File: src/rtl/sw_host_sequencer_pkg.sv
// Shared types and widths for the host-side FPGAWrapper sequencer.
package sw_host_sequencer_pkg;

  localparam int unsigned V_E_F_BIT = 16;
  localparam int unsigned PARAM_W   = 16;

  // Scoring parameters as presented to the FPGAWrapper, MSB nibble first.
  typedef struct packed {
    logic [3:0] match;
    logic [3:0] mismatch;
    logic [3:0] minus_alpha;
    logic [3:0] minus_beta;
  } score_param_t;

  typedef enum logic [2:0] {
    ST_IDLE   = 3'd0,
    ST_SPULSE = 3'd1,
    ST_SETUP  = 3'd2,
    ST_CPULSE = 3'd3,
    ST_GUARD  = 3'd4,
    ST_WVALID = 3'd5,
    ST_DRAIN  = 3'd6
  } seq_state_e;

endpackage

File: src/rtl/sw_host_sequencer_if.sv
// Command/result handshake plus FPGAWrapper control bus around the sequencer.
interface sw_host_sequencer_if;
  import sw_host_sequencer_pkg::*;

  logic                 i_cmd_valid;
  logic                 o_cmd_ready;
  logic                 i_cmd_sett;
  score_param_t         i_cmd_param;
  logic                 o_res_valid;
  logic                 i_res_ready;
  logic [V_E_F_BIT-1:0] o_res_data;
  logic                 o_timeout;
  logic                 o_set_t;
  logic                 o_start_cal;
  score_param_t         o_param;
  logic                 i_busy;
  logic                 i_valid;
  logic [V_E_F_BIT-1:0] i_result;

  // Sequencer side.
  modport master (
    input  i_cmd_valid, i_cmd_sett, i_cmd_param, i_res_ready,
    input  i_busy, i_valid, i_result,
    output o_cmd_ready, o_res_valid, o_res_data, o_timeout,
    output o_set_t, o_start_cal, o_param
  );

  // Command source / FPGAWrapper side.
  modport slave (
    output i_cmd_valid, i_cmd_sett, i_cmd_param, i_res_ready,
    output i_busy, i_valid, i_result,
    input  o_cmd_ready, o_res_valid, o_res_data, o_timeout,
    input  o_set_t, o_start_cal, o_param
  );

endinterface

File: src/rtl/sw_host_sequencer_watchdog.sv
// Clearable up-counter with a terminal-count flag for the wait-state watchdog.
module sw_host_sequencer_watchdog #(
  parameter int unsigned TIMEOUT_CYC = 50_000_000
) (
  input  logic clk,
  input  logic rst_n,
  input  logic clr,
  input  logic en,
  output logic tc_c
);

  localparam int unsigned CNT_W = (TIMEOUT_CYC > 2) ? $clog2(TIMEOUT_CYC) : 1;
  localparam logic [CNT_W-1:0] TC_VAL = CNT_W'(TIMEOUT_CYC - 1);

  logic [CNT_W-1:0] cnt_q;

  // Count enabled cycles; clear wins so each state entry restarts from zero.
  always_ff @(posedge clk or negedge rst_n) begin
    if (!rst_n) begin
      cnt_q <= '0;
    end else if (clr) begin
      cnt_q <= '0;
    end else if (en) begin
      cnt_q <= cnt_q + CNT_W'(1);
    end
  end

  assign tc_c = en && (cnt_q == TC_VAL);

endmodule

File: src/rtl/sw_host_sequencer.sv
// Host-side initiator for FPGAWrapper: set_t / start_cal pulses, busy tracking,
// result capture with a watchdog abort on wait states.
module sw_host_sequencer
  import sw_host_sequencer_pkg::*;
#(
  parameter int unsigned GUARD_CYC   = 2,
  parameter int unsigned SETUP_CYC   = 1,
  parameter int unsigned TIMEOUT_CYC = 50_000_000
) (
  input logic                 clk,
  input logic                 rst_n,
  sw_host_sequencer_if.master bus
);

  localparam int unsigned PH_MAX = (GUARD_CYC > SETUP_CYC) ? GUARD_CYC : SETUP_CYC;
  localparam int unsigned PH_W   = $clog2(PH_MAX + 1);

  seq_state_e state_q, state_n;
  seq_state_e guard_ret_q, guard_ret_n;
  logic [PH_W-1:0] ph_cnt_q;

  logic                 setup_done_c;
  logic                 guard_done_c;
  logic                 wd_clr_c;
  logic                 wd_en_c;
  logic                 wd_tc_c;
  logic                 accept_c;

  logic                 set_t_n;
  logic                 start_cal_n;
  logic                 cmd_ready_n;
  logic                 res_valid_n;
  logic                 timeout_n;
  logic [V_E_F_BIT-1:0] res_data_n;
  score_param_t         param_n;

  assign accept_c     = bus.i_cmd_valid && bus.o_cmd_ready;
  assign setup_done_c = (ph_cnt_q == PH_W'(SETUP_CYC - 1));
  assign guard_done_c = (ph_cnt_q == PH_W'(GUARD_CYC - 1));
  assign wd_clr_c     = (state_q != state_n);
  assign wd_en_c      = (state_q == ST_WVALID) || (state_q == ST_DRAIN);

  sw_host_sequencer_watchdog #(
    .TIMEOUT_CYC (TIMEOUT_CYC)
  ) u_watchdog (
    .clk   (clk),
    .rst_n (rst_n),
    .clr   (wd_clr_c),
    .en    (wd_en_c),
    .tc_c  (wd_tc_c)
  );

  // State, guard return target and setup/guard phase counter.
  always_ff @(posedge clk or negedge rst_n) begin
    if (!rst_n) begin
      state_q     <= ST_IDLE;
      guard_ret_q <= ST_IDLE;
      ph_cnt_q    <= '0;
    end else begin
      state_q     <= state_n;
      guard_ret_q <= guard_ret_n;
      if (state_q != state_n) begin
        ph_cnt_q <= '0;
      end else if ((state_q == ST_SETUP) || (state_q == ST_GUARD)) begin
        ph_cnt_q <= ph_cnt_q + PH_W'(1);
      end
    end
  end

  // Next state and next values of every registered output.
  always_comb begin
    state_n     = state_q;
    guard_ret_n = guard_ret_q;
    param_n     = bus.o_param;
    res_data_n  = bus.o_res_data;
    res_valid_n = bus.o_res_valid && !bus.i_res_ready;
    timeout_n   = bus.o_timeout;

    case (state_q)
      ST_IDLE: begin
        if (accept_c) begin
          timeout_n = 1'b0;
          if (bus.i_cmd_sett) begin
            state_n = ST_SPULSE;
          end else begin
            param_n = bus.i_cmd_param;
            state_n = ST_SETUP;
          end
        end
      end
      ST_SPULSE: begin
        guard_ret_n = ST_DRAIN;
        state_n     = ST_GUARD;
      end
      ST_SETUP: begin
        if (setup_done_c) state_n = ST_CPULSE;
      end
      ST_CPULSE: begin
        guard_ret_n = ST_WVALID;
        state_n     = ST_GUARD;
      end
      ST_GUARD: begin
        if (guard_done_c) state_n = guard_ret_q;
      end
      ST_WVALID: begin
        if (bus.i_valid) begin
          res_data_n  = bus.i_result;
          res_valid_n = 1'b1;
          state_n     = bus.i_busy ? ST_DRAIN : ST_IDLE;
        end else if (wd_tc_c) begin
          timeout_n = 1'b1;
          state_n   = ST_IDLE;
        end
      end
      ST_DRAIN: begin
        if (!bus.i_busy) begin
          state_n = ST_IDLE;
        end else if (wd_tc_c) begin
          timeout_n = 1'b1;
          state_n   = ST_IDLE;
        end
      end
      default: begin
        state_n = ST_IDLE;
      end
    endcase

    set_t_n     = (state_n == ST_SPULSE);
    start_cal_n = (state_n == ST_CPULSE);
    cmd_ready_n = (state_n == ST_IDLE) && !res_valid_n;
  end

  // Output registers; ready is precomputed so it matches the next state.
  always_ff @(posedge clk or negedge rst_n) begin
    if (!rst_n) begin
      bus.o_cmd_ready <= 1'b0;
      bus.o_res_valid <= 1'b0;
      bus.o_res_data  <= '0;
      bus.o_timeout   <= 1'b0;
      bus.o_set_t     <= 1'b0;
      bus.o_start_cal <= 1'b0;
      bus.o_param     <= '0;
    end else begin
      bus.o_cmd_ready <= cmd_ready_n;
      bus.o_res_valid <= res_valid_n;
      bus.o_res_data  <= res_data_n;
      bus.o_timeout   <= timeout_n;
      bus.o_set_t     <= set_t_n;
      bus.o_start_cal <= start_cal_n;
      bus.o_param     <= param_n;
    end
  end

endmodule
File: src/flat_wrapper.sv
// flat-port wrapper written by rule: the top's interface ports become plain ports
module sw_host_sequencer_flat import sw_host_sequencer_pkg::*;
#(
  parameter int unsigned GUARD_CYC   = 2,
  parameter int unsigned SETUP_CYC   = 1,
  parameter int unsigned TIMEOUT_CYC = 50_000_000
)
  (clk, rst_n, bus_i_cmd_valid, bus_i_cmd_sett, bus_i_cmd_param, bus_i_res_ready, bus_i_busy, bus_i_valid, bus_i_result, bus_o_cmd_ready, bus_o_res_valid, bus_o_res_data, bus_o_timeout, bus_o_set_t, bus_o_start_cal, bus_o_param);
  sw_host_sequencer_if bus_i ();
  input logic clk;
  input logic rst_n;
  input wire logic [$bits(bus_i.i_cmd_valid)-1:0] bus_i_cmd_valid;
  input wire logic [$bits(bus_i.i_cmd_sett)-1:0] bus_i_cmd_sett;
  input wire logic [$bits(bus_i.i_cmd_param)-1:0] bus_i_cmd_param;
  input wire logic [$bits(bus_i.i_res_ready)-1:0] bus_i_res_ready;
  input wire logic [$bits(bus_i.i_busy)-1:0] bus_i_busy;
  input wire logic [$bits(bus_i.i_valid)-1:0] bus_i_valid;
  input wire logic [$bits(bus_i.i_result)-1:0] bus_i_result;
  output wire logic [$bits(bus_i.o_cmd_ready)-1:0] bus_o_cmd_ready;
  output wire logic [$bits(bus_i.o_res_valid)-1:0] bus_o_res_valid;
  output wire logic [$bits(bus_i.o_res_data)-1:0] bus_o_res_data;
  output wire logic [$bits(bus_i.o_timeout)-1:0] bus_o_timeout;
  output wire logic [$bits(bus_i.o_set_t)-1:0] bus_o_set_t;
  output wire logic [$bits(bus_i.o_start_cal)-1:0] bus_o_start_cal;
  output wire logic [$bits(bus_i.o_param)-1:0] bus_o_param;
  assign bus_i.i_cmd_valid = bus_i_cmd_valid;
  assign bus_i.i_cmd_sett = bus_i_cmd_sett;
  assign bus_i.i_cmd_param = bus_i_cmd_param;
  assign bus_i.i_res_ready = bus_i_res_ready;
  assign bus_i.i_busy = bus_i_busy;
  assign bus_i.i_valid = bus_i_valid;
  assign bus_i.i_result = bus_i_result;
  assign bus_o_cmd_ready = bus_i.o_cmd_ready;
  assign bus_o_res_valid = bus_i.o_res_valid;
  assign bus_o_res_data = bus_i.o_res_data;
  assign bus_o_timeout = bus_i.o_timeout;
  assign bus_o_set_t = bus_i.o_set_t;
  assign bus_o_start_cal = bus_i.o_start_cal;
  assign bus_o_param = bus_i.o_param;
  sw_host_sequencer #(.GUARD_CYC(GUARD_CYC), .SETUP_CYC(SETUP_CYC), .TIMEOUT_CYC(TIMEOUT_CYC)) u_core (.clk(clk), .rst_n(rst_n), .bus(bus_i));
endmodule
File: config.mk
export PLATFORM = sky130hd
export DESIGN_NAME = sw_host_sequencer_flat
export DESIGN_NICKNAME = d
export VERILOG_FILES = /design/src/rtl/sw_host_sequencer_pkg.sv /design/src/rtl/sw_host_sequencer_if.sv /design/src/rtl/sw_host_sequencer_watchdog.sv /design/src/rtl/sw_host_sequencer.sv /design/src/flat_wrapper.sv
export SDC_FILE = /design/constraint.sdc
export NUM_CORES = 1
export LEC_CHECK = 0
export ABC_AREA = 1
export CAP_MARGIN = 40
export CORE_UTILIZATION = 51
export CTS_BUF_LIST = sky130_fd_sc_hd__clkbuf_16
export DETAILED_ROUTE_END_ITERATION = 10
export PLACE_DENSITY = 0.8
export SLEW_MARGIN = 20
export SYNTH_ARGS = -nofsm -noshare
export SYNTH_HDL_FRONTEND = slang
export SYNTH_HIERARCHICAL = 1
export SYNTH_SLANG_ARGS = --single-unit
File: constraint.sdc
create_clock -name clk -period 3.7 [get_ports clk]
set_clock_uncertainty 0.05 [all_clocks]
set_input_delay 0.74 -clock clk [delete_from_list [all_inputs] [get_ports clk]]
set_output_delay 0.74 -clock clk [all_outputs]
set_load 0.005 [all_outputs]
# Word level (Yosys, flattened, before mapping)
# Cells that the tools add are included.
# Widths: inputs -> output; s select.
[totals] inputBits=39 output_inout_bits=37 reg_bits=71 wordCells=71
[op_classes] reduce_logical=19 bitwise=1 n_eq_ne=14 muxes=21 add_sub_neg=2
[op_table] op="$mux 26" count=2
[op_table] op="$add 26x1->26 const B" count=1
[op_table] op="$eq 26x26->1 const B" count=1
[op_table] op="$mux 3" count=7
[op_table] op="$pmux 3 s6" count=1
[op_table] op="$eq 3x2->1 const B" count=3
[op_table] op="$eq 3x3->1 const B" count=3
[op_table] op="$eq 3x1->1 const B" count=2
[op_table] op="$logic_not 3->1" count=2
[op_table] op="$mux 1" count=6
[op_table] op="$mux 2" count=3
[op_table] op="$pmux 3 s2" count=1
[op_table] op="$reduce_bool 2->1" count=3
[op_table] op="$logic_and 1x1->1" count=4
[op_table] op="$ne 2x2->1 const B" count=2
[op_table] op="$reduce_and 4->1" count=1
[op_table] op="$ne 3x3->1" count=1
[op_table] op="$pmux 1 s3" count=1
[op_table] op="$reduce_and 3->1" count=1
[op_table] op="$reduce_bool 3->1" count=1
[op_table] op="$add 2x1->2 const B" count=1
[op_table] op="$eq 2x1->1 const B" count=1
[op_table] op="$logic_not 1->1" count=2
[op_table] op="$logic_not 2->1" count=1
[op_table] op="5 further kinds" count=6

# Depth between registers and ports, before layout
# Gate-level depths: netlist (run 1).
[logic_depth] depth_word=8 ltp_mapped=24

# By module
# The synthesis (run 1) kept the hierarchy.
[by_module_without_submodules] module="sw_host_sequencer" seq_area_each_um2=1126.1 area_each_um2=2073.2 cells_per_inst=208 n_inst=1
[by_module_without_submodules] module="sw_host_sequencer_watchdog" seq_area_each_um2=650.6 area_each_um2=1622.8 cells_per_inst=234 n_inst=1

# Worst setup path before layout (run 1)
# OpenSTA, ideal clock, no wires.
[synth_timing] kind="flip-flop to flip-flop" start="reg u_core.state_q[1]" end="reg u_core.u_watchdog.cnt_q[21]" t_required_ps=3531 t_arrival_ps=2499 path_stages_with_launch=23 setup_slack_ps=1032 cell_sequence="dfrtp_1 > inv_2 > nand3_4 > nand2_1 > inv_1 > nor3b_1 > nand3_1 > nor2_1 > inv_1 > nand3_1 > nor2_1 > nor2_1 > nand3_1 > nand2_1 > nor2_2 > nand2_2 > nor2_4 > nor2_4 > nand2_2 > nor2_2 > nand3_1 > nand2_1 > nor2_1"
[synth_between] elab_chain_len=8 word_cells_on_any_way=20 classes_between="eq/ne: 7; mux: 8; reduce/logical: 5"
[synth_lines] element="from (decl)" line="sw_host_sequencer.sv:18" rtl="seq_state_e state_q, state_n;"
[synth_lines] element="from (signal assigned)" line="sw_host_sequencer.sv:60" rtl="state_q <= state_n;"
[synth_lines] element="$eq 3x3->1" line="sw_host_sequencer.sv:41" rtl="assign wd_en_c = (state_q == ST_WVALID) || (state_q == ST_DRAIN);"
[synth_lines] element="$logic_or 1x1->1 (*)" line="sw_host_sequencer.sv:41"
[synth_lines] element="named net u_core.wd_en_c" line="sw_host_sequencer.sv:25" rtl="logic wd_en_c;"
[synth_lines] element="$logic_and 1x1->1 (*)" line="sw_host_sequencer_watchdog.sv:28" rtl="assign tc_c = en && (cnt_q == TC_VAL);"
[synth_lines] element="named net u_core.wd_tc_c" line="sw_host_sequencer.sv:26" rtl="logic wd_tc_c;"
[synth_lines] element="$mux 3 (*)" line="sw_host_sequencer.sv:110, sw_host_sequencer.sv:118"
[synth_lines] element="$mux 3, on equally long branches" line="sw_host_sequencer.sv:116, sw_host_sequencer.sv:106"
[synth_lines] element="$pmux 3 s6 (*)" line="sw_host_sequencer.sv:79" rtl="case (state_q)"
[synth_lines] element="$ne 3x3->1 (*)" line="sw_host_sequencer.sv:40" rtl="assign wd_clr_c = (state_q != state_n);"
[synth_lines] element="named net u_core.wd_clr_c" line="sw_host_sequencer.sv:24" rtl="logic wd_clr_c;"
[synth_lines] element="$mux 26 or $reduce_bool 2->1 (tied branches)"
[synth_lines] element="to (signal assigned)" line="sw_host_sequencer_watchdog.sv:24" rtl="cnt_q <= cnt_q + CNT_W'(1);"
[synth_lines] element="to (decl)" line="sw_host_sequencer_watchdog.sv:15" rtl="logic [CNT_W-1:0] cnt_q;"
# The timed path passes the listed nets; every way through them passes the cells marked *.
# A chain may end at the register's enable or synchronous reset.

# Final worst setup path (run 1)
[layout_timing] start="reg u_core.state_q[2]" end="reg u_core.u_watchdog.cnt_q[21]"
# The elaborated chain is that of the path after synthesis.

==> summary.txt, run 1 <==
Route
  – Remaining routing DRC violations: 0
  – Wire length on met1: 3660 um
  – Vias: between 3k and 4k
  – Metal3 WL: approximately 540 um
  – Via density: approximately 5
  – DRC violation total after the first TritonRoute iteration: roughly 210
  – Highest metal used: met4
  – Detailed-router iteration count before antenna repair: 4
  – Antenna Nets Post-Route: 0
  – Routed wire length on met2: about 4300 um
  – Routed wire length: 8700 um
  – WL per Instance: approximately 14 um

Clock network
  – Number of clock buffers inserted by TritonCTS: 9
  – Number of buffers inserted for hold repair after clock tree synthesis: 0
  – Skew-Pair Late Insertion Delay: ~0.33 ns
  – Number of resized instances in the post-cts repair step: 0
  – Sinks on Clock Net: 71
  – Post-CTS setup buffer count: 0
  – Clock tree root driver cell: clkbuf_16
  – CTS tree: yes
  – Maximum level of the CTS H-tree: 3
  – Post-CTS clock slew at the launch and capture registers of the worst setup and hold paths: 0.06 ns
  – Largest buffer count on any clock path: 2

STA
  – Rel. slew slack: 60.9%
  – Max-slew violation count: 0
  – Minimum clock period: between 3 and 4 ns
  – Unrepaired setup endpoints after global routing: no
  – Worst-Margin Slew: between 0.5 and 0.6 ns
  – Maximum achievable frequency: 0.312 GHz
  – Final clock period utilization by the worst path: roughly 87%
  – Setup violators final: 0
  – Count of endpoints failing hold in the final timing report: 0
  – Setup TNS: 0 ns

Final layout
  – Layout Nets: approximately 570
  – Seq. cell area: around 1800 um^2
  – Final-layout fill cell count: ~560
  – Final core utilization: 70.2%
  – Syn-to-layout area delta: 31.2%
  – Number of antenna diodes: 0
  – Proportion of layout cells with a drive suffix above 1: around 15%
  – Footprint of the multi-input gates: ~1700 um^2

Run
  – Maxcap violations: 0

Place
  – Global placement routability congestion: 0.863
  – HPWL reported at the end of detailed placement: 6450 um
  – Port Buffers: 75

Power and ir drop
  – P_leak: 2.18 nW
  – Max rail drop VDD: 447 uV
  – Ratio of total power to cell area: between 600 and 700 nW/um^2

Logic synthesis
  – Synthesized instance count: 442
  – Cell area after synthesis: 3700 um^2
  – Register bit count reported by yosys: 71
  – Proportion of synthesized chip area in sequential cells: about half
  – Top cell type by total area after synthesis: dfrtp_1
  – Share of flip-flops with an asynchronous set or reset after synthesis: 100%
  – Mapped Avg Cell Area: approximately 8.4 um^2
  – Synthesis warning total: 6
  – Net count of the mapped netlist: 485
  – Fraction of post-synthesis cell area in the top cell type by area: between 40% and 50%
  – Yosys cell types: 31
  – Dominant synthesized flop cell: dfrtp_1
  – Top post-synthesis cells by area: dfrtp_1 (48%), nand2_1 (14%), nor2_1 (7.2%)
  – Number of enable flip-flop cells after synthesis: 0

Global route
  – Number of antenna violations at the first check in global routing: 0
  – Combined global-route utilization of all metal layers: roughly a quarter
  – Overflow left after global routing: 0
  – Number of global-route vias before repair: ~3.1k
  – First-pass GRT wire length: 14400 um
  – Largest net degree at the start of global routing: 47

Worst setup path
  – Delay of the slowest cell on the worst path: around 0.65 ns
  – Sort of element at the start of the critical path: flip-flop
  – Critical path fanouts, max: 14
  – Worst endpoint data arrival time: 3.37 ns
  – Crit end category: flip-flop
  – Register-to-register setup slack: ~0.50 ns
  – Worst Path Buf+Inv: 2
  – Reg2Reg Launch Point: u_core/state_q[2]
  – Reg-to-Reg End: u_core/u_watchdog/cnt_q[21]
  – Cell with the largest stage delay on the worst path: dfrtp_1
  – Worst-path cell chain: nand3_4 > nand2_1 > inv_1 > nor3b_1 > nand3_1 > nor2_1 > inv_1 > nand3_1 > nand2_1 > nand2_1 > nand4_1 > nand2_1 > nor2_2 > nand2_2 > nor2_4 > nor2_4 > nand2_2 > nor2_2 > nand3_1 > nand2_1 > nor2_1
  – Largest delay share family, worst path: simple AND/OR/NAND/NOR gates
  – Data required time at the worst endpoint: approximately 3.9 ns
  – Classification of the worst setup path: flip-flop to flip-flop
  – CP dominant cell by count: nand2_1
  – Logic depth of the worst register-to-register path: 21

Status
  – Status: finished clean

Die
  – Io pins: 76
  – Starting Density: 53.5%
  – Core box area: about 6900 um^2
  – Row count: 30
  – Vertical extent of the die: slightly below 90 um
  – Die Wd: roughly 87 um
  – Die Footprint: between 7000 and 8000 um^2

Hold path
  – Class of the worst hold path: input pin to asynchronous set/reset pin
==> layout by cell type, fill, tap and decap left out, types with 2 or more instances in the layout <==
cell             synthesis  layout
a21oi_1                 16      16
nand3_1                 23      23
inv_2                    4       4
o31ai_1                  2       2
bufinv_16                0       2
nor3_1                   3       3
o21ai_0                 11      11
nand2_1                134     134
nand2_2                 13      13
inv_6                    0       2
nor3b_1                  3       3
nor2_1                  71      71
nor2_4                   6       6
mux2_4                  10      10
clkbuf_16                0       9
ha_1                     4       4
nand4_1                  4       4
nor2_2                  11      11
clkdlybuf4s50_1          0      74
clkinv_4                 0       2
buf_4                    0       3
dfrtp_1                 71      71
mux2_2                   6       6
inv_1                   30      30
nand3_2                  3       3
nand2_4                  2       2
==> flip-flops by register name, summed over array words and instances, names as in the netlist <==
register	flops
u_core/u_watchdog/cnt_q	26
u_core/state_q	3
u_core/bus.o_res_valid	1
u_core/bus.o_set_t	1
u_core/bus.o_res_data	16
u_core/guard_ret_q	3
u_core/bus.o_start_cal	1
u_core/bus.o_cmd_ready	1
u_core/bus.o_timeout	1
u_core/ph_cnt_q	2
u_core/bus.o_param	16
==> metrics by stage <==
step | total power [mW] | setup slack [ns] | instances | hold slack (ns) | area (um^2)
2_1_floorplan | 1.88 | 1.03 | 442 | 0.373 | 3700
3_3_place_gp | 2.40 | 0.693 | 609 | 0.385 | 4520
3_5_place_dp | 2.45 | 0.537 | 609 | 0.394 | 4520
4_1_cts | 3.41 | 0.507 | 625 | 0.366 | 4850
5_1_grt | 3.59 | 0.133 | 625 | 0.390 | 4850
6_report | 3.39 | 0.497 | 625 | 0.354 | 4850
==> synthesized netlist by cell type, types with 2 or more instances <==
| cell type | number |
|---|---|
| mux2_2 | 6 |
| inv_1 | 30 |
| nor2_2 | 11 |
| nor2_4 | 6 |
| buf_2 | 3 |
| o21ai_0 | 11 |
| nand4_1 | 4 |
| a21oi_1 | 16 |
| nor3_1 | 3 |
| mux2_4 | 10 |
| ha_1 | 4 |
| inv_2 | 4 |
| nand3_1 | 23 |
| nand3_2 | 3 |
| nand2_1 | 134 |
| nand2_4 | 2 |
| nand2_2 | 13 |
| nor3b_1 | 3 |
| nor2_1 | 71 |
| buf_6 | 3 |
| dfrtp_1 | 71 |
| o31ai_1 | 2 |
==> cells by family (layout without fill, tap and decap cells) <==
kind of cell	count (synthesis)	in the layout	synth area share, %
fa+ha+maj	4	4	1.35
compound gates	32	32	4.94
flops	71	71	48.1
simple gates	276	276	34.1
xor+xnor	2	2	0.474
buf+inv	41	128	5.15
mux	16	16	5.89
==> worst reg2reg max path, stage by stage (launching register included) <==
cell and delay, ns:
dfrtp_1 0.65, nand3_4 0.19, nand2_1 0.26, inv_1 0.07
nor3b_1 0.19, nand3_1 0.09, nor2_1 0.20, inv_1 0.09
nand3_1 0.08, nand2_1 0.07, nand2_1 0.08, nand4_1 0.11
nand2_1 0.11, nor2_2 0.04, nand2_2 0.12, nor2_4 0.09
nor2_4 0.21, nand2_2 0.12, nor2_2 0.11, nand3_1 0.07
nand2_1 0.06, nor2_1 0.04
==> power by group <==
group          leakage (nW)  switching, mW  internal, mW
Clock                 0.157          0.349         0.597
Sequential            0.927          0.166         0.996
Combinational          1.10          0.626         0.657
Total                  2.18           1.14          2.25
==> layer usage <==
metal,track usage (%),vias to the layer above
met2,41.7,100
li1,-,1564
met3,8.06,17
met5,0,-
met1,30.8,1525
met4,7.45,0
==> area by class of cell <==
class / instances / share of cell area, %
Sequential cell: 71 / 36.6
Multi-Input combinational cell: 330 / 35.7
Timing Repair Buffer: 78 / 15.8
Clock buffer: 9 / 4.64
Inverter: 34 / 2.63
Tap cell: 96 / 2.48
Clock inverter: 7 / 2.12
==> worst max path at each step <==
stage	cells after the start	start	slack [ns]	to
6_report	21	u_core/state_q[2]	0.50	u_core/u_watchdog/cnt_q[21]
5_1_grt	21	u_core/state_q[2]	0.13	u_core/u_watchdog/cnt_q[23]
4_1_cts	21	u_core/state_q[2]	0.51	u_core/u_watchdog/cnt_q[21]
3_5_place_dp	21	u_core/state_q[2]	0.54	u_core/u_watchdog/cnt_q[21]
3_3_place_gp	21	u_core/state_q[2]	0.69	u_core/u_watchdog/cnt_q[15]
2_1_floorplan	22	u_core/state_q[1]	1.03	u_core/u_watchdog/cnt_q[21]
(Power assumes the default switching activity.)
==> inputs of run 2 (changes only) <==
CORE_MARGIN = 8   (was not set)
CTS_BUF_LIST = not set   (was sky130_fd_sc_hd__clkbuf_16)
SKIP_LAST_GASP = 1   (was not set)
==> summary.txt, run 2 (synthesis gave the netlist of run 1 again) <==
Clock network
  – Clock tree root driver cell: clkbuf_8 (was clkbuf_16)
  – Post-CTS clock slew at the launch and capture registers of the worst setup and hold paths: 0.09 ns (was 0.06 ns)
  – Sinks on Clock Net: 71 (unchanged)
  – Maximum level of the CTS H-tree: 3 (unchanged)
  – Number of resized instances in the post-cts repair step: 0 (unchanged)
  – Largest buffer count on any clock path: 2 (unchanged)
  – Number of buffers inserted for hold repair after clock tree synthesis: 0 (unchanged)
  – CTS tree: yes (unchanged)
  – Post-CTS setup buffer count: 0 (unchanged)
  – Number of clock buffers inserted by TritonCTS: 9 (unchanged)
  – Skew-Pair Late Insertion Delay: 0.35 ns (was 0.33 ns)

Worst setup path
  – Cell with the largest stage delay on the worst path: dfrtp_1 (unchanged)
  – Crit end category: flip-flop (unchanged)
  – Data required time at the worst endpoint: 3.88 ns (was 3.87 ns)
  – Worst endpoint data arrival time: 3.48 ns (was 3.37 ns)
  – Delay of the slowest cell on the worst path: 0.68 ns (was 0.65 ns)
  – Register-to-register setup slack: 0.41 ns (was 0.50 ns)
  – Worst-path cell chain: nand3_4 > nand2_1 > inv_1 > nor3b_1 > nand3_1 > nor2_1 > inv_1 > nand3_1 > nor2_1 > nor2_1 > nand3_1 > nand2_1 > nor2_2 > nand2_2 > nor2_4 > nor2_4 > nand3_2 > nor2_2 > nand2_1 > nand2_1 > nor2_1 (was nand3_4 > nand2_1 > inv_1 > nor3b_1 > nand3_1 > nor2_1 > inv_1 > nand3_1 > nand2_1 > nand2_1 > nand4_1 > nand2_1 > nor2_2 > nand2_2 > nor2_4 > nor2_4 > nand2_2 > nor2_2 > nand3_1 > nand2_1 > nor2_1)
  – Critical path fanouts, max: 14 (unchanged)
  – Sort of element at the start of the critical path: flip-flop (unchanged)
  – Classification of the worst setup path: flip-flop to flip-flop (unchanged)

Final layout
  – Footprint of the multi-input gates: 1730 um^2 (unchanged)
  – Layout Cells excl Fill: 628 (was 625)
  – Proportion of layout cells with a drive suffix above 1: 14.7% (unchanged)
  – Final-layout fill cell count: 598 (was 555)
  – Seq. cell area: 1780 um^2 (unchanged)
  – Syn-to-layout area delta: 28.7% (was 31.2%)
  – Number of antenna diodes: 0 (unchanged)
  – Most frequent cells in the layout: nand2_1 (134), clkdlybuf4s50_1 (74), nor2_1 (71), dfrtp_1 (71), inv_1 (30) (unchanged)
  – Largest registers ranked by flip-flop count: u_core/u_watchdog/cnt_q x26, u_core/bus.o_param x16, u_core/bus.o_res_data x16 (unchanged)
  – Leading cell type in the layout, fill and taps excluded: nand2_1 (unchanged)
  – Largest register by flop count: u_core/u_watchdog/cnt_q (unchanged)
  – Flip-flop count of the largest register after layout: 26 (unchanged)
  – Final core utilization: 66.6% (was 70.2%)
  – Layout Nets: 567 (unchanged)

Power and ir drop
  – Clock power share: 21.1% (was 27.9%)
  – P_leak: 2.13 nW (was 2.18 nW)
  – Ratio of total power to cell area: 649 nW/um^2 (was 699 nW/um^2)
  – Share of power burned in combinational logic: 41.6% (was 37.8%)
  – Max rail drop VDD: 400 uV (was 447 uV)
  – Switching power share of the total: 35.6% (was 33.7%)
  – Net Sw Power: 1.10 mW (was 1.14 mW)
  – Power Internal: 1.99 mW (was 2.25 mW)
  – Power share of the sequential group: 37.4% (was 34.3%)

Die
  – Core box area: 7140 um^2 (was 6910 um^2)
  – Io pins: 76 (unchanged)
  – Row count: 31 (was 30)
  – Vertical extent of the die: 101 um (was 87.1 um)
  – Die Wd: 101 um (was 87.1 um)
  – Starting Density: 51.8% (was 53.5%)
  – Die Footprint: 10200 um^2 (was 7590 um^2)

Global route
  – First-pass GRT wire length: 15700 um (was 14400 um)
  – Number of global-route vias before repair: 3312 (was 3095)
  – Largest net degree at the start of global routing: 36 (was 47)
  – Number of antenna violations at the first check in global routing: 0 (unchanged)
  – Combined global-route utilization of all metal layers: 19.4% (was 24.9%)
  – Overflow left after global routing: 0 (unchanged)

Place
  – Cell count after placement: 612 (was 609)
  – Global placement routability congestion: 0.923 (was 0.863)
  – Port Buffers: 75 (unchanged)
  – HPWL reported at the end of detailed placement: 6870 um (was 6450 um)

STA
  – Final clock period utilization by the worst path: 89.0% (was 86.6%)
  – Worst-Margin Slew: 0.531 ns (was 0.587 ns)
  – Unrepaired setup endpoints after global routing: no (unchanged)
  – Setup violators final: 0 (unchanged)
  – Count of endpoints failing hold in the final timing report: 0 (unchanged)
  – Rel. slew slack: 64.6% (was 60.9%)
  – Setup TNS: 0 ns (unchanged)
  – Maximum achievable frequency: 0.304 GHz (was 0.312 GHz)
  – Worst hold slack: 0.154 ns (was 0.354 ns)
  – Minimum clock period: 3.29 ns (was 3.20 ns)
  – Max-slew violation count: 0 (unchanged)

Hold path
  – Class of the worst hold path: input pin to asynchronous set/reset pin (unchanged)

Route
  – Remaining routing DRC violations: 0 (unchanged)
  – DRC violation total after the first TritonRoute iteration: 136 (was 213)
  – Detailed-router iteration count before antenna repair: 6 (was 4)
  – Routed wire length: 9050 um (was 8700 um)
  – Vias: 3142 (was 3206)
  – Antenna Nets Post-Route: 0 (unchanged)
  – WL per Instance: 14.4 um (was 13.9 um)
  – Via density: 5.00 (was 5.13)

Run
  – Maxcap violations: 0 (unchanged)

Status
  – Status: finished clean (unchanged)
[run 2: critical path, delay by kind of cell, from the launching register on]
family                 cells  cell delay (ns)
buffers and inverters      2             0.16
flip-flops                 1             0.68
AND/OR/NAND/NOR           19             2.27
[run 2: per-layer routing]
metal / vias up / track usage, % / part of all wire [%] / wire [um]
li1: 1561 / - / - / -
met1: 1463 / 23.3 / 44 / 3960
met2: 105 / 30.7 / 46 / 4170
met3: 13 / 7.22 / 8.4 / 757
met4: 0 / 7.56 / 1.7 / 154
met5: - / 0 / 0 / 0
[run 2: path summary, 6_finish.rpt]
kind,from,endpoint,depth (start not counted)
max,u_core/state_q[2],u_core/u_watchdog/cnt_q[17],21
min,rst_n,u_core/u_watchdog/cnt_q[5],1
max reg2reg,u_core/state_q[2],u_core/u_watchdog/cnt_q[17],21
min reg2reg,u_core/guard_ret_q[2],u_core/guard_ret_q[2],2
max in group asynchronous,rst_n,u_core/bus.o_param[5],2
min in group clk,u_core/guard_ret_q[2],u_core/guard_ret_q[2],2
[run 2: area by class of cell]
cell class | instances | area share, %
clock buffer | 10 | 2.89
clock inverter | 6 | 1.42
inverter | 34 | 2.68
multi-input combinational | 330 | 36.4
sequential | 71 | 37.4
tap | 99 | 2.60
timing repair buffer | 78 | 16.7
[run 2: power groups by stage]
stage / logic, mW / registers [mW] / clock network, mW
2_1_floorplan: 0.734 / 1.15 / 0
3_3_place_gp: 1.26 / 1.15 / 0
3_5_place_dp: 1.29 / 1.16 / 0
4_1_cts: 1.30 / 1.15 / 0.661
5_1_grt: 1.44 / 1.19 / 0.690
6_report: 1.28 / 1.15 / 0.650
[run 2: through the flow]
stage	power, mW	setup WS, ns	cell area [um^2]
2_1_floorplan	1.88	1.03	3700
3_3_place_gp	2.41	0.672	4530
3_5_place_dp	2.45	0.491	4550
4_1_cts	3.11	0.430	4760
5_1_grt	3.31	0.0150	4760
6_report	3.09	0.406	4760
==> inputs of run 3 (changes only) <==
RECOVER_POWER = 25   (was not set)
==> summary.txt, run 3 (synthesis gave the netlist of run 1 again) <==
Status
  – Status: finished, violations left (was finished clean)
  – Failing checks: capacitance limit, slew limit

Clock network
  – Clock tree root driver cell: clkbuf_8 (unchanged)
  – Largest buffer count on any clock path: 2 (unchanged)
  – CTS tree: yes (unchanged)
  – Sinks on Clock Net: 71 (unchanged)
  – Skew-Pair Late Insertion Delay: 0.35 ns (about the same)
  – Post-CTS setup buffer count: 0 (unchanged)
  – Maximum level of the CTS H-tree: 3 (unchanged)
  – Number of resized instances in the post-cts repair step: 0 (unchanged)
  – Number of clock buffers inserted by TritonCTS: 9 (unchanged)
  – Number of buffers inserted for hold repair after clock tree synthesis: 0 (unchanged)
  – Post-CTS clock slew at the launch and capture registers of the worst setup and hold paths: 0.08 ns (was 0.09 ns)

Place
  – Global placement routability congestion: 0.923 (unchanged)
  – HPWL reported at the end of detailed placement: 6870 um (unchanged)
  – Total cell area at the placement stage: 4550 um^2 (unchanged)
  – Post-Place Setup Slack: 0.491 ns (unchanged)
  – Cell count after placement: 612 (unchanged)
  – Port Buffers: 75 (unchanged)

Final layout
  – Most frequent cells in the layout: nand2_1 (134), clkdlybuf4s50_1 (74), nor2_1 (71), dfrtp_1 (71), inv_1 (30) (unchanged)
  – Leading cell type in the layout, fill and taps excluded: nand2_1 (unchanged)
  – Largest registers ranked by flip-flop count: u_core/u_watchdog/cnt_q x26, u_core/bus.o_param x16, u_core/bus.o_res_data x16 (unchanged)
  – Layout Nets: 567 (unchanged)
  – Largest register by flop count: u_core/u_watchdog/cnt_q (unchanged)
  – Post-route cell area: 4720 um^2 (was 4760 um^2)
  – Flip-flop count of the largest register after layout: 26 (unchanged)
  – Proportion of layout cells with a drive suffix above 1: 14.2% (was 14.7%)
  – Number of antenna diodes: 0 (unchanged)
  – Syn-to-layout area delta: 27.8% (was 28.7%)
  – Layout Cells excl Fill: 628 (unchanged)

Route
  – Vias: 3146 (was 3142)
  – Via density: 5.01 (was 5.00)
  – Detailed-router iteration count before antenna repair: 5 (was 6)
  – Antenna Nets Post-Route: 0 (unchanged)
  – Routed wire length: 8990 um (was 9050 um)
  – WL per Instance: 14.3 um (was 14.4 um)
  – DRC violation total after the first TritonRoute iteration: 144 (was 136)
  – Remaining routing DRC violations: 0 (unchanged)

STA
  – Setup violators final: 0 (unchanged)
  – Setup TNS: 0 ns (unchanged)
  – Smallest setup slack after layout: 0.403 ns (was 0.406 ns)
  – Worst-Margin Slew: 1.85 ns (was 0.531 ns)
  – Max-slew violation count: 70 (was 0)
  – Maximum achievable frequency: 0.303 GHz (was 0.304 GHz)
  – Count of endpoints failing hold in the final timing report: 0 (unchanged)
  – Minimum clock period: 3.30 ns (was 3.29 ns)
  – Unrepaired setup endpoints after global routing: no (unchanged)
  – Final clock period utilization by the worst path: 89.1% (was 89.0%)
  – Rel. slew slack: -23.4% (was 64.6%)

Worst setup path
  – Sort of element at the start of the critical path: flip-flop (unchanged)
  – Critical path fanouts, max: 14 (unchanged)
  – Data required time at the worst endpoint: 3.89 ns (was 3.88 ns)
  – Register-to-register setup slack: 0.40 ns (was 0.41 ns)
  – Worst endpoint data arrival time: 3.48 ns (about the same)
  – Crit end category: flip-flop (unchanged)
  – Classification of the worst setup path: flip-flop to flip-flop (unchanged)

Global route
  – Number of antenna violations at the first check in global routing: 0 (unchanged)
  – Number of global-route vias before repair: 3312 (unchanged)
  – Largest net degree at the start of global routing: 36 (unchanged)
  – Combined global-route utilization of all metal layers: 19.4% (unchanged)
  – Overflow left after global routing: 0 (unchanged)
  – First-pass GRT wire length: 15700 um (unchanged)

Run
  – Maxcap violations: 2 (was 0)

Die
  – Die Wd: 101 um (unchanged)
  – Row count: 31 (unchanged)
  – Core box area: 7140 um^2 (unchanged)
  – Vertical extent of the die: 101 um (unchanged)
  – Starting Density: 51.8% (unchanged)
  – Io pins: 76 (unchanged)
  – Die Footprint: 10200 um^2 (unchanged)

Hold path
  – Class of the worst hold path: input pin to asynchronous set/reset pin (unchanged)

Power and ir drop
  – P_leak: 2.12 nW (was 2.13 nW)
  – Sum of internal, switching and leakage power: 3.08 mW (was 3.09 mW)
  – Ratio of total power to cell area: 652 nW/um^2 (was 649 nW/um^2)
  – Max rail drop VDD: 400 uV (about the same)
run 3: metrics by stage:
| step | hold WS (ns) | util [%] |
|---|---|---|
| floorplan | 0.373 | - |
| global placement | 0.385 | 63.5 |
| detailed placement | 0.395 | 63.8 |
| CTS | 0.151 | 66.6 |
| global route | 0.163 | 66.2 |
| finish | 0.157 | 66.2 |
run 3: path summary, 6_finish.rpt:
check,startpoint,to,cells after the start
setup / recovery,u_core/state_q[2],u_core/u_watchdog/cnt_q[17],21
hold reg to reg,u_core/guard_ret_q[2],u_core/guard_ret_q[2],2
setup reg to reg,u_core/state_q[2],u_core/u_watchdog/cnt_q[17],21
hold / removal,rst_n,u_core/u_watchdog/cnt_q[5],1
max in group asynchronous,rst_n,u_core/bus.o_param[5],2
min in group clk,u_core/guard_ret_q[2],u_core/guard_ret_q[2],2
run 3: area by class of cell:
cell class | instances | area, um^2
Clock buffer | 10 | 138
Clock inverter | 6 | 67.6
Fill cell | 599 | 2410
Inverter | 34 | 128
Multi-Input combinational cell | 330 | 1730
Sequential cell | 71 | 1780
Tap cell | 99 | 124
Timing Repair Buffer | 78 | 759
run 3: power breakdown:
part / internal, mW / switching (mW)
registers: 0.994 / 0.159
logic: 0.656 / 0.621
clock network: 0.333 / 0.314
total: 1.98 / 1.09
run 3: layer usage:
layer	track usage, %	part of all wire, %	up-vias
met5	0	0	-
met4	7.56	1.7	0
met3	7.22	9.1	13
met2	30.7	46	113
met1	23.3	43	1460
li1	-	-	1560
run 3: critical path, stage by stage, from the launching register on:
cell and delay, ns:
dfrtp_1 0.68, nand3_4 0.19, nand2_1 0.24, inv_1 0.06
nor3b_1 0.19, nand3_1 0.10, nor2_1 0.19, inv_1 0.10
nand3_1 0.07, nor2_1 0.05, nor2_1 0.14, nand3_1 0.09
nand2_1 0.09, nor2_2 0.04, nand2_2 0.12, nor2_4 0.09
nor2_4 0.22, nand3_2 0.14, nor2_2 0.14, nand2_1 0.07
nand2_1 0.06, nor2_1 0.04
